[src/rtl/sd_pkg.sv]
// Shared types and widths for the SD controller port arbiter.
package sd_pkg;

    localparam int SD_ADDR_W = 32;
    localparam int SD_DATA_W = 8;
    localparam int WD_CNT_W  = 24;

    typedef enum logic [1:0] {
        IDLE  = 2'd0,
        GNT_W = 2'd1,
        GNT_R = 2'd2,
        GAP   = 2'd3
    } arb_state_t;

    typedef enum logic {
        REQ_WRITER = 1'b0,
        REQ_READER = 1'b1
    } req_id_t;

endpackage

[src/rtl/sd_watchdog.sv]
// Stall watchdog: counts cycles while enabled, saturates at TIMEOUT_CYCLES-1
// and flags expiry while still counting at that limit.
module sd_watchdog
    import sd_pkg::*;
#(
    parameter logic [WD_CNT_W-1:0] TIMEOUT_CYCLES = 24'd10_000_000
) (
    input  logic clk,
    input  logic reset,
    input  logic count,
    input  logic clear,
    output logic expire
);

    localparam logic [WD_CNT_W-1:0] LIMIT = TIMEOUT_CYCLES - 24'd1;

    logic [WD_CNT_W-1:0] cnt;

    always_ff @(posedge clk) begin
        if (reset || clear) begin
            cnt <= '0;
        end else if (count && (cnt != LIMIT)) begin
            cnt <= cnt + 24'd1;
        end
    end

    assign expire = count && (cnt == LIMIT);

endmodule

[src/rtl/sd_port_arbiter.sv]
// Arbitrates one writer and one reader onto a single SD controller port,
// with round-robin tie-break, an inter-grant gap and a stall watchdog.
module sd_port_arbiter
    import sd_pkg::*;
#(
    parameter logic [WD_CNT_W-1:0] TIMEOUT_CYCLES = 24'd10_000_000,
    parameter int                  GAP_CYCLES     = 2
) (
    input  logic                 clk,
    input  logic                 reset,
    input  logic                 req0,
    output logic                 gnt0,
    input  logic                 wr0,
    input  logic [SD_ADDR_W-1:0] addr0,
    input  logic [SD_DATA_W-1:0] din0,
    output logic                 ready0,
    output logic                 rfnb0,
    input  logic                 req1,
    output logic                 gnt1,
    input  logic                 rd1,
    input  logic [SD_ADDR_W-1:0] addr1,
    output logic                 ready1,
    output logic [SD_DATA_W-1:0] dout1,
    output logic                 bavail1,
    output logic                 sd_rd,
    output logic                 sd_wr,
    output logic [SD_ADDR_W-1:0] sd_address,
    output logic [SD_DATA_W-1:0] sd_din,
    input  logic                 sd_ready,
    input  logic [SD_DATA_W-1:0] sd_dout,
    input  logic                 sd_byte_available,
    input  logic                 sd_ready_for_next_byte,
    output logic                 timeout_err
);

    arb_state_t           state;
    req_id_t              rr_ptr;
    logic                 lock0;
    logic                 lock1;
    logic [7:0]           gap_cnt;
    logic [SD_ADDR_W-1:0] addr_q;
    logic                 wd_count;
    logic                 wd_expire;
    logic                 elig0;
    logic                 elig1;
    logic                 gap_done;

    assign wd_count = ((state == GNT_W) || (state == GNT_R)) && !sd_ready;
    assign elig0    = req0 && !lock0;
    assign elig1    = req1 && !lock1;
    assign gap_done = sd_ready && ((int'(gap_cnt) + 1) >= GAP_CYCLES);

    sd_watchdog #(
        .TIMEOUT_CYCLES(TIMEOUT_CYCLES)
    ) u_watchdog (
        .clk   (clk),
        .reset (reset),
        .count (wd_count),
        .clear (!wd_count),
        .expire(wd_expire)
    );

    // Lockouts clear whenever the requester lets go; an abort re-arms them
    // so a stuck requester cannot immediately reclaim the port.
    always_ff @(posedge clk) begin
        if (reset) begin
            state       <= IDLE;
            gnt0        <= 1'b0;
            gnt1        <= 1'b0;
            rr_ptr      <= REQ_WRITER;
            lock0       <= 1'b0;
            lock1       <= 1'b0;
            timeout_err <= 1'b0;
            gap_cnt     <= '0;
        end else begin
            if (!req0) lock0 <= 1'b0;
            if (!req1) lock1 <= 1'b0;
            case (state)
                IDLE: begin
                    if (sd_ready && elig0 && (!elig1 || rr_ptr == REQ_WRITER)) begin
                        state       <= GNT_W;
                        gnt0        <= 1'b1;
                        timeout_err <= 1'b0;
                    end else if (sd_ready && elig1) begin
                        state       <= GNT_R;
                        gnt1        <= 1'b1;
                        timeout_err <= 1'b0;
                    end
                end
                GNT_W: begin
                    if (!req0 || wd_expire) begin
                        state   <= GAP;
                        gnt0    <= 1'b0;
                        rr_ptr  <= REQ_READER;
                        gap_cnt <= '0;
                        if (req0) begin
                            lock0       <= 1'b1;
                            timeout_err <= 1'b1;
                        end
                    end
                end
                GNT_R: begin
                    if (!req1 || wd_expire) begin
                        state   <= GAP;
                        gnt1    <= 1'b0;
                        rr_ptr  <= REQ_WRITER;
                        gap_cnt <= '0;
                        if (req1) begin
                            lock1       <= 1'b1;
                            timeout_err <= 1'b1;
                        end
                    end
                end
                GAP: begin
                    if (gap_done) begin
                        state <= IDLE;
                    end else if (gap_cnt != '1) begin
                        gap_cnt <= gap_cnt + 8'd1;
                    end
                end
                default: state <= IDLE;
            endcase
        end
    end

    // The address bus keeps whatever the last owner drove once the grant ends.
    always_ff @(posedge clk) begin
        if (reset) begin
            addr_q <= '0;
        end else if (state == GNT_W) begin
            addr_q <= addr0;
        end else if (state == GNT_R) begin
            addr_q <= addr1;
        end
    end

    always_comb begin
        sd_rd      = 1'b0;
        sd_wr      = 1'b0;
        sd_address = addr_q;
        sd_din     = '0;
        ready0     = 1'b0;
        rfnb0      = 1'b0;
        ready1     = 1'b0;
        dout1      = '0;
        bavail1    = 1'b0;
        case (state)
            GNT_W: begin
                sd_wr      = wr0;
                sd_address = addr0;
                sd_din     = din0;
                ready0     = sd_ready;
                rfnb0      = sd_ready_for_next_byte;
            end
            GNT_R: begin
                sd_rd      = rd1;
                sd_address = addr1;
                ready1     = sd_ready;
                dout1      = sd_dout;
                bavail1    = sd_byte_available;
            end
            default: ;
        endcase
    end

endmodule
[config.mk]
export PLATFORM = sky130hd
export DESIGN_NAME = sd_port_arbiter
export DESIGN_NICKNAME = d
export VERILOG_FILES = /design/src/rtl/sd_pkg.sv /design/src/rtl/sd_watchdog.sv /design/src/rtl/sd_port_arbiter.sv
export SDC_FILE = /design/constraint.sdc
export NUM_CORES = 1
export LEC_CHECK = 0
export ABC_AREA = 0
export CAP_MARGIN = 10
export CORE_AREA = 2 2 90 127
export CTS_CLUSTER_DIAMETER = 100
export CTS_CLUSTER_SIZE = 20
export DETAILED_ROUTE_END_ITERATION = 7
export DIE_AREA = 0 0 92 129
export GPL_ROUTABILITY_DRIVEN = 0
export PLACE_DENSITY = 0.71
export SYNTH_ARGS = -nofsm -noshare
export SYNTH_HDL_FRONTEND = slang
export SYNTH_SLANG_ARGS = --single-unit
[constraint.sdc]
create_clock -name clk -period 3.8 [get_ports clk]
set_input_delay 1.14 -clock clk [delete_from_list [all_inputs] [get_ports clk]]
set_output_delay 1.14 -clock clk [all_outputs]
set_load 0.05 [all_outputs]
==> flow_summary.yaml <==
run_status:
  run_status: "completed"
clock_tree:
  cts_hold_buf: 0
  numCtsBuffers: 9
  insertion_delay_ns: 0.35
  clkTransAtPathRegs_ns: 0.06
  clkSinkCount: 72
  cts_tree: "done"
  htreeDepth: 3
  clock_path_buffers: 2
  cts_setup_buffers: 0
  root_buffer: "clkbuf_16"
  cts_resized: 0
power:
  p_comb_share_pct: 73.9
  p_sw_mw: 3.42
  cellPowerDensity_nw_per_um2: 1110
  peakVddDrop_uv: 1020
  switching_share_pct: 48.9
  finalPower_mw: 7.01
  p_int_mw: 3.58
  seq_power_share_pct: 14.5
  clockPowerShare_pct: 11.6
  p_leak_nw: 2.37
die:
  floorplan.initialDensity_pct: 39.3
  rows: 45
  dieHeight_um: 129
  pin_count: 146
  die-area_um2: 11900
  core-area_um2: 10700
  die_w_um: 92
setup_path:
  startpoint_type: "flip-flop"
  crit_arrival_ns: 2.36
  cp.required_ns: 2.66
  crit_path_end_kind: "output port"
  critPathKind: "flip-flop to output port"
  worstPathMaxFanout: 42
layout:
  seq_area_um2: 1440
  mostFrequentLayoutCell: "clkdlybuf4s50_1"
  fin_area_um2: 6330
  nNetsFinal: 783
  fin_cells: 832
  layout_common_cells: "91 x clkdlybuf4s50_1, 82 x nand2_1, 72 x dfxtp_1"
  drive_above_1_share_pct: 13.3
  nFillCells: 974
  n_antenna_cell: 0
  synthToLayoutAreaGrowth_pct: 50.5
  final_util_pct: 59.2
  multi_input_area_um2: 2550
logic_synthesis:
  synth_top_family_by_area: "simple AND/OR/NAND/NOR gates"
  synthTopCellsByArea: "dfxtp_1 34%, nand2_1 7.3%, nor2_1 6.2%, a211oi_1 6.1%, a21boi_0 5.7%"
  synthMuxAreaShare_pct: 0.506
  synth-compound-area-share_pct: 23.3
  synth-seq-cells: 72
  syn_inst: 555
  ys_seq_area_share_pct: 34.3
  synth_edf_count: 0
  synthArstFlopShare_pct: 0
  synth_xor_area_share_pct: 4.58
  ys.warnings.count: 0
  synthSimpleGateAreaFrac_pct: 29.7
  synth_top_area_cell: "dfxtp_1"
  syn_area_um2: 4200
  syn_nets: 652
  ys.flop_type: "dfxtp_1"
  yosysUniqueCellTypes: 57
  synthAdderAreaFrac_pct: 2.38
  synth_top_area_share_pct: 34.3
  synth_area_per_cell_um2: 7.57
detailed_routing:
  vias: 4456
  drt-total-wl_mm: 12.5
  drc_errors: 0
  firstDrtPassIters: 4
  ant_nets: 0
  viasPerCell: 5.36
  wire_per_inst_um: 15.0
  drtIter0Drc: 202
global_route:
  grt_pass1_vias: 4523
  grt_pass1_wl_mm: 20.6
  antenna_found_initial: 0
  overflow: 0
  track_usage_pct: 21.4
  grt_max_degree: 43
timing:
  rsz0062_at_grt: "false"
  fin_hold_ws_ns: 0.483
  max_freq_mhz: 286
  finalCritPeriodShare_pct: 92.1
  final_max_slew_viol_count: 0
  max-slew-margin-rel_pct: 49.4
  finalSetupTns_ns: 0
  fin_skew_ns: 0.00823
  worstMarginPinSlew_ns: 0.757
  setup_viol: 0
  layout_min_cycle_time_ns: 3.50
  hold_viol: 0
  layout_setup_ws_ns: 0.302
flow_run:
  maxCapViolCount: 0
placed_design:
  io_buffers: 145
  dp.cells: 816
  pre_cts_ws_ns: 0.379
  post_dp_cell_area_um2: 6040
  dp_hpwl_mm: 9.09
min_path:
  hp-class: "flip-flop to flip-flop"
-- cell usage after synthesis (3+ instances only) --
cell type  number
o211ai_1        8
dfxtp_1        72
and3_1          7
nor3b_1         3
o21ai_0         4
inv_1          14
ha_1            8
a21boi_0       32
a21oi_1        44
and4_1          5
o2111ai_1       3
nand3_1        28
xor2_1         10
xnor2_1        12
nor2_1         69
a211oi_1       34
buf_2           4
nor2b_1         3
nand4_1         9
and2_1         24
nand4b_1        3
buf_6           3
nor3_1         11
nand2_1        82
clkbuf_1       25
-- registers in the layout (all words and copies together) (netlist names), 2 cells and up --
name,count
gap_cnt,8
u_watchdog.cnt,24
addr_q,32
state,2
-- power by group through the flow --
stage	Combinational (mW)	Clock, mW	Sequential (mW)
after global routing	5.46	0.859	1.03
after floorplan	2.85	0	1.05
after global placement	5.13	0	1.03
after CTS	5.21	0.831	1.02
after detailed placement	5.19	0	1.03
final	5.18	0.814	1.02
-- routing by layer --
| layer | GRT usage, % | up-vias | part of all wire (%) |
|---|---|---|---|
| met4 | 7.73 | 0 | 1.9 |
| met1 | 22.1 | 2094 | 39 |
| met2 | 39.0 | 115 | 51 |
| met3 | 8.37 | 21 | 7.7 |
| li1 | - | 2226 | - |
| met5 | 0 | - | 0 |
-- cells by family (layout without fill, tap and decap cells) --
group                    count (synthesis)  in the layout
AND/OR/NAND/NOR                        259            259
AO/OA/AOI/OAI                          143            143
flip-flops                              72             72
buffers and inverters                   49            185
XOR/XNOR                                22             22
adder cells (fa/ha/maj)                  8              8
multiplexers                             2              2
-- area by class of cell --
class / instances / area share [%]
multi-input combinational: 434 / 40.3
clock buffer: 12 / 4.05
timing repair buffer: 154 / 28.8
inverter: 15 / 0.890
sequential: 72 / 22.8
tap: 141 / 2.79
clock inverter: 4 / 0.435
-- final timing paths --
| kind | start | endpoint | slack, ns | depth (start not counted) |
|---|---|---|---|---|
| max reg2reg | state[1] | gap_cnt[3] | 0.87 | 9 |
| max | state[1] | sd_address[29] | 0.30 | 6 |
| min | gnt1 | gnt1 | 0.48 | 2 |
| min reg2reg | gnt1 | gnt1 | 0.48 | 2 |
-- critical path, stage by stage, from the launching register on --
cell and delay (ns):
dfxtp_1 0.39, inv_1 0.11, ha_2 0.62, buf_12 0.26, a21boi_0 0.28, a21oi_1 0.16
buf_12 0.18
Note: power is estimated with default switching activity, not from simulation.
